--- src/rtl/reg_file_ctx_if.sv ---
// Bus bundle for reg_file_ctx: write-back, read ports and context-stack control/status.
// The master drives write-back, read codes and push/pop; the slave returns reads and stack status.
interface reg_file_ctx_if #(
   parameter int NUM_RD    = 3,
   parameter int CTX_DEPTH = 16
);
   localparam int LVL_W = $clog2(CTX_DEPTH + 1);

   logic                  wb_flag;
   logic [7:0]            wb_code;
   logic [31:0]           wb_data;
   logic [8*NUM_RD-1:0]   rd_code;
   logic [32*NUM_RD-1:0]  rd_data;
   logic                  ctx_push;
   logic                  ctx_pop;
   logic [LVL_W-1:0]      ctx_level;
   logic                  ctx_full;
   logic                  ctx_empty;
   logic                  ctx_ovf;
   logic                  ctx_unf;

   modport master (
      output wb_flag, wb_code, wb_data, rd_code, ctx_push, ctx_pop,
      input  rd_data, ctx_level, ctx_full, ctx_empty, ctx_ovf, ctx_unf
   );

   modport slave (
      input  wb_flag, wb_code, wb_data, rd_code, ctx_push, ctx_pop,
      output rd_data, ctx_level, ctx_full, ctx_empty, ctx_ovf, ctx_unf
   );
endinterface

--- src/rtl/reg_file_ctx.sv ---
// Lane-addressed GPR file with a hardware context stack for CALL/RET, updating on the falling clock edge.
// Optional macro RF_BYPASS_EN adds zero-cycle write-back forwarding to the read ports.
module reg_file_ctx #(
   parameter int NUM_REGS  = 4,
   parameter int NUM_RD    = 3,
   parameter int CTX_DEPTH = 16
) (
   input logic           clock,
   input logic           reset,
   reg_file_ctx_if.slave bus
);
   localparam int LVL_W = $clog2(CTX_DEPTH + 1);
   localparam int IDX_W = (CTX_DEPTH > 1) ? $clog2(CTX_DEPTH) : 1;

   // Code layout: [7]=1, [6:5]=register index, [4:3]=00, [2:0]=lane; lane 100 is reserved.
   function automatic logic codeValid(input logic [7:0] code);
      return code[7] && (code[4:3] == 2'b00) && (code[2:0] != 3'b100)
             && (int'(code[6:5]) < NUM_REGS);
   endfunction

   function automatic logic [31:0] laneMask(input logic [2:0] lane);
      logic [31:0] mask;
      mask = 32'h0000_0000;
      case (lane)
         3'b000:                 mask = 32'hFFFF_FFFF;
         3'b001, 3'b101:         mask = 32'h0000_FFFF;
         3'b010, 3'b011,
         3'b110, 3'b111:         mask = 32'h0000_00FF;
         default:                mask = 32'h0000_0000;
      endcase
      return mask;
   endfunction

   function automatic logic [4:0] laneShift(input logic [2:0] lane);
      logic [4:0] sh;
      sh = 5'd0;
      case (lane)
         3'b011:                 sh = 5'd8;
         3'b101, 3'b110:         sh = 5'd16;
         3'b111:                 sh = 5'd24;
         default:                sh = 5'd0;
      endcase
      return sh;
   endfunction

   function automatic logic [31:0] laneRead(input logic [31:0] value, input logic [2:0] lane);
      return (value >> laneShift(lane)) & laneMask(lane);
   endfunction

   function automatic logic [31:0] laneMerge(input logic [31:0] value, input logic [2:0] lane,
                                             input logic [31:0] data);
      logic [31:0] fieldMask;
      fieldMask = laneMask(lane) << laneShift(lane);
      return (value & ~fieldMask) | ((data & laneMask(lane)) << laneShift(lane));
   endfunction

   logic [31:0]            r_gpr [NUM_REGS];
   logic [32*NUM_REGS-1:0] r_stack [CTX_DEPTH];
   logic [LVL_W-1:0]       r_level;
   logic                   r_ovf;
   logic                   r_unf;

   logic                   w_full;
   logic                   w_empty;
   logic                   w_wbValid;
   logic [1:0]             w_wbIdx;
   logic                   w_doPush;
   logic                   w_doPop;
   logic                   w_pushBlocked;
   logic                   w_popBlocked;
   logic [IDX_W-1:0]       w_pushIdx;
   logic [IDX_W-1:0]       w_popIdx;
   logic [32*NUM_REGS-1:0] w_gprFlat;
   logic [31:0]            w_gprNext [NUM_REGS];
   logic [31:0]            w_rdSrc [NUM_RD];
   logic [32*NUM_RD-1:0]   w_rdPacked;

   assign w_full        = (r_level == LVL_W'(CTX_DEPTH));
   assign w_empty       = (r_level == '0);
   assign w_wbValid     = bus.wb_flag && codeValid(bus.wb_code);
   assign w_wbIdx       = bus.wb_code[6:5];
   assign w_doPush      = bus.ctx_push && !bus.ctx_pop && !w_full;
   assign w_doPop       = bus.ctx_pop && !bus.ctx_push && !w_empty;
   assign w_pushBlocked = bus.ctx_push && !bus.ctx_pop && w_full;
   assign w_popBlocked  = bus.ctx_pop && !bus.ctx_push && w_empty;
   assign w_pushIdx     = IDX_W'(r_level);
   assign w_popIdx      = IDX_W'(r_level - LVL_W'(1));

   always_comb begin
      w_gprFlat = '0;
      for (int r = 0; r < NUM_REGS; r++) begin
         w_gprFlat[32*r +: 32] = r_gpr[r];
      end
   end

   // Restore from the stack first, then let the write-back lane override it.
   always_comb begin
      for (int r = 0; r < NUM_REGS; r++) begin
         w_gprNext[r] = r_gpr[r];
         if (w_doPop) begin
            w_gprNext[r] = r_stack[w_popIdx][32*r +: 32];
         end
         if (w_wbValid && (w_wbIdx == 2'(r))) begin
            w_gprNext[r] = laneMerge(w_gprNext[r], bus.wb_code[2:0], bus.wb_data);
         end
      end
   end

   always_comb begin
      w_rdPacked = '0;
      for (int p = 0; p < NUM_RD; p++) begin
         w_rdSrc[p] = 32'h0000_0000;
         for (int r = 0; r < NUM_REGS; r++) begin
            if (bus.rd_code[8*p+5 +: 2] == 2'(r)) begin
               w_rdSrc[p] = r_gpr[r];
            end
         end
`ifdef RF_BYPASS_EN
         if (w_wbValid && !bus.ctx_pop && (w_wbIdx == bus.rd_code[8*p+5 +: 2])) begin
            w_rdSrc[p] = laneMerge(w_rdSrc[p], bus.wb_code[2:0], bus.wb_data);
         end
`endif
         if (codeValid(bus.rd_code[8*p +: 8])) begin
            w_rdPacked[32*p +: 32] = laneRead(w_rdSrc[p], bus.rd_code[8*p +: 3]);
         end
      end
   end

   always_ff @(negedge clock) begin
      if (reset) begin
         for (int r = 0; r < NUM_REGS; r++) begin
            r_gpr[r] <= 32'h0000_0000;
         end
         r_level <= '0;
         r_ovf   <= 1'b0;
         r_unf   <= 1'b0;
      end else begin
         for (int r = 0; r < NUM_REGS; r++) begin
            r_gpr[r] <= w_gprNext[r];
         end
         if (w_doPush) begin
            r_level <= r_level + LVL_W'(1);
         end else if (w_doPop) begin
            r_level <= r_level - LVL_W'(1);
         end
         if (w_pushBlocked) begin
            r_ovf <= 1'b1;
         end
         if (w_popBlocked) begin
            r_unf <= 1'b1;
         end
      end
   end

   // Stack RAM has no reset; only the level pointer defines which entries are meaningful.
   always_ff @(negedge clock) begin
      if (!reset && w_doPush) begin
         r_stack[w_pushIdx] <= w_gprFlat;
      end
   end

   assign bus.rd_data   = w_rdPacked;
   assign bus.ctx_level = r_level;
   assign bus.ctx_full  = w_full;
   assign bus.ctx_empty = w_empty;
   assign bus.ctx_ovf   = r_ovf;
   assign bus.ctx_unf   = r_unf;
endmodule
--- src/flat_wrapper.sv ---
// flat-port wrapper written by rule: the top's interface ports become plain ports
module reg_file_ctx_flat 
#(
   parameter int NUM_REGS  = 4,
   parameter int NUM_RD    = 3,
   parameter int CTX_DEPTH = 16
)
  (clock, reset, bus_wb_flag, bus_wb_code, bus_wb_data, bus_rd_code, bus_ctx_push, bus_ctx_pop, bus_rd_data, bus_ctx_level, bus_ctx_full, bus_ctx_empty, bus_ctx_ovf, bus_ctx_unf);
  reg_file_ctx_if #(.NUM_RD(NUM_RD), .CTX_DEPTH(CTX_DEPTH)) bus_i ();
  input logic clock;
  input logic reset;
  input wire logic [$bits(bus_i.wb_flag)-1:0] bus_wb_flag;
  input wire logic [$bits(bus_i.wb_code)-1:0] bus_wb_code;
  input wire logic [$bits(bus_i.wb_data)-1:0] bus_wb_data;
  input wire logic [$bits(bus_i.rd_code)-1:0] bus_rd_code;
  input wire logic [$bits(bus_i.ctx_push)-1:0] bus_ctx_push;
  input wire logic [$bits(bus_i.ctx_pop)-1:0] bus_ctx_pop;
  output wire logic [$bits(bus_i.rd_data)-1:0] bus_rd_data;
  output wire logic [$bits(bus_i.ctx_level)-1:0] bus_ctx_level;
  output wire logic [$bits(bus_i.ctx_full)-1:0] bus_ctx_full;
  output wire logic [$bits(bus_i.ctx_empty)-1:0] bus_ctx_empty;
  output wire logic [$bits(bus_i.ctx_ovf)-1:0] bus_ctx_ovf;
  output wire logic [$bits(bus_i.ctx_unf)-1:0] bus_ctx_unf;
  assign bus_i.wb_flag = bus_wb_flag;
  assign bus_i.wb_code = bus_wb_code;
  assign bus_i.wb_data = bus_wb_data;
  assign bus_i.rd_code = bus_rd_code;
  assign bus_i.ctx_push = bus_ctx_push;
  assign bus_i.ctx_pop = bus_ctx_pop;
  assign bus_rd_data = bus_i.rd_data;
  assign bus_ctx_level = bus_i.ctx_level;
  assign bus_ctx_full = bus_i.ctx_full;
  assign bus_ctx_empty = bus_i.ctx_empty;
  assign bus_ctx_ovf = bus_i.ctx_ovf;
  assign bus_ctx_unf = bus_i.ctx_unf;
  reg_file_ctx #(.NUM_REGS(NUM_REGS), .NUM_RD(NUM_RD), .CTX_DEPTH(CTX_DEPTH)) u_core (.clock(clock), .reset(reset), .bus(bus_i));
endmodule
--- config.mk ---
export PLATFORM = sky130hd
export DESIGN_NAME = reg_file_ctx_flat
export DESIGN_NICKNAME = d
export VERILOG_FILES = /design/src/rtl/reg_file_ctx_if.sv /design/src/rtl/reg_file_ctx.sv /design/src/flat_wrapper.sv
export SDC_FILE = /design/constraint.sdc
export NUM_CORES = 2
export LEC_CHECK = 0
export BUFFER_PORTS_ARGS = -buffer_cell sky130_fd_sc_hd__buf_2
export CORE_ASPECT_RATIO = 1.2
export CORE_MARGIN = 2
export CORE_UTILIZATION = 60
export CTS_CLUSTER_SIZE = 30
export DETAILED_ROUTE_END_ITERATION = 8
export GPL_TIMING_DRIVEN = 0
export PLACE_DENSITY = 0.74
export SLEW_MARGIN = 5
export SYNTH_ARGS = -nofsm -noshare
export SYNTH_HDL_FRONTEND = slang
export SYNTH_SLANG_ARGS = --single-unit
--- constraint.sdc ---
create_clock -name clock -period 21 [get_ports clock]
set_input_delay 2.1 -clock clock [delete_from_list [all_inputs] [get_ports clock]]
set_output_delay 2.1 -clock clock [all_outputs]
set_load 0.03 [all_outputs]
* Yosys cells after proc, flatten, opt, wreduce, memory -nomap -nowiden
Memories as Yosys holds them, arrays and structs flattened. Index checks and enable logic that the tools add are counted.
Operators by class: reduce and logical (&&, ||, !) cells 51, bitwise gates (word level) 23, equal/unequal tests 41, add/subtract/negate cells 2, muxes and demuxes 56, shifts and indexed selects 11
Operator list (number):
- 2-to-1 mux 32 bit | 34
- case mux 32 bit (3 select lines) | 4
- AND 32 bit | 11
- left shift 32 x 5 -> 32 bit | 8
- NOT 32 bit | 4
- bitwise OR 32 bit | 4
- right shift 32 x 5 -> 32 bit | 3
- case mux 5 bit (3 select lines) | 4
- 2-to-1 mux 5 bit | 9
- == test 3 bit (second input constant) | 12
- == test 3 x 2 -> 1 bit (second input constant) | 8
- logical AND 1 bit | 20
- == test 2 bit (second input constant) | 8
- logical NOT 2 bit | 8
- OR reduction 2 bit | 8
- OR reduction 4 bit | 4
- == test 3 x 1 -> 1 bit (second input constant) | 4
- logical NOT 3 bit | 4
- != test 3 bit (second input constant) | 4
- == test 2 x 1 -> 1 bit (second input constant) | 4
- adder 5 x 1 -> 5 bit (second input constant) | 1
- == test 5 bit (second input constant) | 1
- logical NOT 1 bit | 5
- logical NOT 5 bit | 1
- 4 further kinds | 11
Word-level totals: bits in registers 7, bits in writable memories 2176, output and inout port bits 105, memories kept 2, logic and storage cells 189, bits of input ports 69
Memories:
- u_core.r_stack | depth 16, width 128, rd ports 1, clocked after memory_dff 0, write ports 1, line reg_file_ctx.sv:58 | logic [32*NUM_REGS-1:0] r_stack [CTX_DEPTH];
- u_core.r_gpr | depth 4, width 32, rd ports 4, clocked after memory_dff 0, write ports 4, line reg_file_ctx.sv:57 | logic [31:0] r_gpr [NUM_REGS];

* Longest topological paths before layout
depth in word-level cells 12, gate-level depth with buffers 14

==> results by group <==
Setup path
  • Largest driver fanout on the critical path: 11
  • Beginning of the worst register-to-register path: u_core.bus.ctx_level[0]$_SDFFE_NP0P_
  • Register-to-register setup slack: 14.53 ns
  • Depth of the most critical reg-to-reg path: 12
  • Type of destination of the critical path: primary output
  • Worst path required time: 18.90 ns
  • Reg-to-reg critical path endpoint: u_core.r_gpr[2][13]$_SDFF_NP0_
  • Crit Path Category: reg2out
  • Startpoint Class: register
  • Critical Path AT: 14.68 ns

Global route
  • Global-route usage over all layers: 39.0%
  • Number of antenna violations at the first check in global routing: 19
  • Busiest layer in global routing: met2
  • Via count of the first global-routing pass: 63600
  • GRT met2 Usage: 57.7%
  • Met3 track utilization from global routing: 17.6%
  • Fraction of met1 tracks used by global routing: 46.0%
  • Sum of overflow across all layers after global routing: 0
  • Maximum number of pins on one net before global-route repair: 27
  • Wire length of the first global-routing pass: 407 mm

Logic synthesis
  • Library cell with the highest instance count after synthesis: sky130_fd_sc_hd__edfxtp_1
  • Cell type contributing the most total cell area after synthesis: sky130_fd_sc_hd__edfxtp_1
  • Proportion of netlist area held by the largest area contributor: 70.1%
  • Count of distinct cell types in the synthesized netlist: 56
  • Number of instances in the synthesized netlist: 4333
  • Top post-synthesis cells by count: sky130_fd_sc_hd__edfxtp_1, sky130_fd_sc_hd__mux4_2, sky130_fd_sc_hd__nand2_1
  • Asr flop ratio synth: 0%
  • Count of flip-flops with a built-in enable after synthesis: 2048
  • Syn Nets: 4407
  • Fraction of the yosys area taken by sequential cells: 73.2%
  • Top area cells in the synthesized netlist: sky130_fd_sc_hd__edfxtp_1, sky130_fd_sc_hd__mux4_2, sky130_fd_sc_hd__dfxtp_1, sky130_fd_sc_hd__nand2_1, sky130_fd_sc_hd__mux2_2
  • Number of flip-flops and latches in the synthesized netlist: 2183
  • Mean area per synthesized cell: 20.2 um2
  • Flip-flop cell with the highest count after synthesis: sky130_fd_sc_hd__edfxtp_1
  • Mapped Area: 0.0877 mm2
  • Number of warnings issued by yosys: 0

Power and ir drop
  • Peak supply drop: 0.0000997 V
  • Power density over the cells: 129 mW/mm2
  • Standby leakage power: 0.0442 uW
  • Internal Power: 9190 uW
  • Share of power burned in the clock network: 41.3%
  • Part of the total power dissipated in combinational logic: 19.8%
  • Net Sw Frac: 35.0%
  • Switching power: 4960 uW
  • Total design power: 14100 uW
  • Part of the total power dissipated in sequential elements: 38.9%

Clock tree
  • Cts repair resizes: 0
  • Hold-fix buffers at CTS: 0
  • Number of buffers on the longest clock path: 3
  • Cts bufs inserted: 212
  • Number of buffers added for setup after CTS: 0
  • Number of clock sinks seen by CTS: 2183
  • Clock-pin slew reported for the worst setup and hold paths after clock tree synthesis: 0.05 ns
  • H-Tree Depth: 4
  • Root Buffer Master: sky130_fd_sc_hd__clkbuf_16
  • Worst skew pair latency: 0.87 ns
  • TritonCTS clock tree: done

Outcome
  • Status: finished, violations left
  • Violated checks: DRC, capacitance limit, slew limit

Placed design
  • Routability congestion estimate: 0.996
  • Total cell area at the placement stage: 0.0937 mm2
  • Buffers on Ports: 165
  • Final HPWL from detailed placement: 183 mm

Timing
  • Pins over their slew limit: 37
  • Final-report setup violation count: 0
  • Aggregate negative setup slack: 0 ns
  • Min Hold Slack: 0.464 ns
  • Slew @ Worst Pin: 1.67 ns
  • Max-slew headroom: -11.6%
  • Layout Skew: 0.0586 ns
  • Unrepaired setup endpoints after global routing: no
  • Number of hold violations in the final report: 0

Die
  • Die Span Y: 423 um
  • I/O pins: 174
  • Die area: 0.149 mm2
  • Core box area: 0.145 mm2
  • Initial Utilization: 60.5%
  • Site row count: 153
  • Die span in x: 353 um

Route
  • Wire length per cell: 31.6 um
  • Iteration-0 DRC Markers: 9685
  • Detailed-routing iteration count for the pre-antenna-repair pass: 9
  • Vias per cell: 6.48
  • DRC: 4
  • Routed via count: 59300
  • ANT nets after route: 0
  • Total wire length after detailed routing: 289 mm

Hold path
  • Hold/Removal Path Class: reg2reg
  • Start point of the worst hold path: u_core.bus.ctx_unf$_SDFFE_NP0P_
  • Hold Path Cell Cnt: 2
  • End point of the worst hold path: u_core.bus.ctx_unf$_SDFFE_NP0P_

Finish
  • Final non-filler cell area: 0.109 mm2
  • Layout cells sized above 1: 21.5%
  • Area growth from synthesis to layout: 24.7%
  • Final layout net count: 7103

Run
  • Number of maximum-capacitance constraint violations: 5
power groups by stage:
stage	combinational, uW	sequential (uW)	clock (uW)
floorplan	1740	5350	615
global placement	2630	5530	615
detailed placement	2680	5540	615
CTS	2740	5480	5920
global route	2860	5500	6370
finish	2800	5510	5840
final cells by class:
type,instances,area (um2)
Sequential cell,2183,64200
Fill cell,8211,35600
Multi-Input combinational cell,1868,22400
Clock inverter,2361,10300
Clock buffer,213,5330
Timing Repair Buffer,300,3360
Tap cell,1937,2420
Buffer,271,1250
Inverter,10,37.5
Antenna cell,12,30.0
placed cells by master (no fill, tap or decap), drive strengths merged, types with 42 or more instances in the layout:
cell	Yosys	layout
a21oi	86	86
a221oi	64	64
mux4	639	639
nand2	357	357
buf	135	435
clkinvlp	0	46
o21ai	59	59
mux2	81	81
clkbuf	136	349
inv	7	2269
nor2	137	137
dfxtp	135	135
a21o	69	69
bufinv	0	42
mux2i	42	42
edfxtp	2048	2048
a222oi	64	64
registers in the layout, indices dropped and copies added (netlist names):
signal and flops:
u_core.bus.ctx_level 5, u_core.bus.ctx_unf 1, u_core.r_stack 2048, u_core.bus.ctx_ovf 1
u_core.r_gpr 128
worst max-delay path by stage:
stage	from	to	slack, ns	cells past startpoint
3_5_place_dp	bus_ctx_push	u_core.r_stack[11][92]$_DFFE_NP_	4.91	10
4_1_cts	u_core.bus.ctx_level[0]$_SDFFE_NP0P_	bus_ctx_full	4.29	8
2_1_floorplan	reset	u_core.r_stack[0][0]$_DFFE_NP_	-0.22	4
5_1_grt	u_core.bus.ctx_level[0]$_SDFFE_NP0P_	bus_ctx_full	4.12	8
3_3_place_gp	bus_ctx_push	u_core.r_stack[0][31]$_DFFE_NP_	-9.46	5
6_report	u_core.bus.ctx_level[0]$_SDFFE_NP0P_	bus_ctx_full	4.22	8
critical path: stages (launching register included):
cell and delay, ns:
sky130_fd_sc_hd__dfxtp_1 0.34, sky130_fd_sc_hd__buf_2 0.16, sky130_fd_sc_hd__buf_2 0.34, sky130_fd_sc_hd__buf_2 0.35, sky130_fd_sc_hd__buf_2 0.32, sky130_fd_sc_hd__inv_1 0.17, sky130_fd_sc_hd__ha_1 0.27, sky130_fd_sc_hd__nor4bb_1 0.99
sky130_fd_sc_hd__buf_2 0.37
metal layers:
layer,up-vias,wire length [um]
met3,1131,42200
met2,5289,133000
li1,23600,-
met5,-,144
met4,18,18800
met1,29300,94500
per-stage QoR:
stage | setup slack, ns | utilization, % | instances
after floorplan | -0.221 | - | 4333
after global placement | -9.46 | 62.8 | 6435
after detailed placement | 4.91 | 64.6 | 6570
after CTS | 4.29 | 75.4 | 9143
after global routing | 4.12 | 75.4 | 9143
final | 4.22 | 75.4 | 9155
kinds of logic (layout without fill, tap and decap cells):
family / after synthesis / in the layout / share of synthesized area [%]
xor gates and xnor gates: 6 / 6 / 0.0685
adders and majority gates: 5 / 5 / 0.0714
muxes: 762 / 762 / 17.9
and+or+nand+nor: 622 / 622 / 3.10
buffers and inverters: 282 / 3155 / 1.48
AOI/OAI and AO/OA: 473 / 473 / 4.13
DFF: 2183 / 2183 / 73.2
other: 0 / 12 / 0
Power figures use the tool's default switching activity.
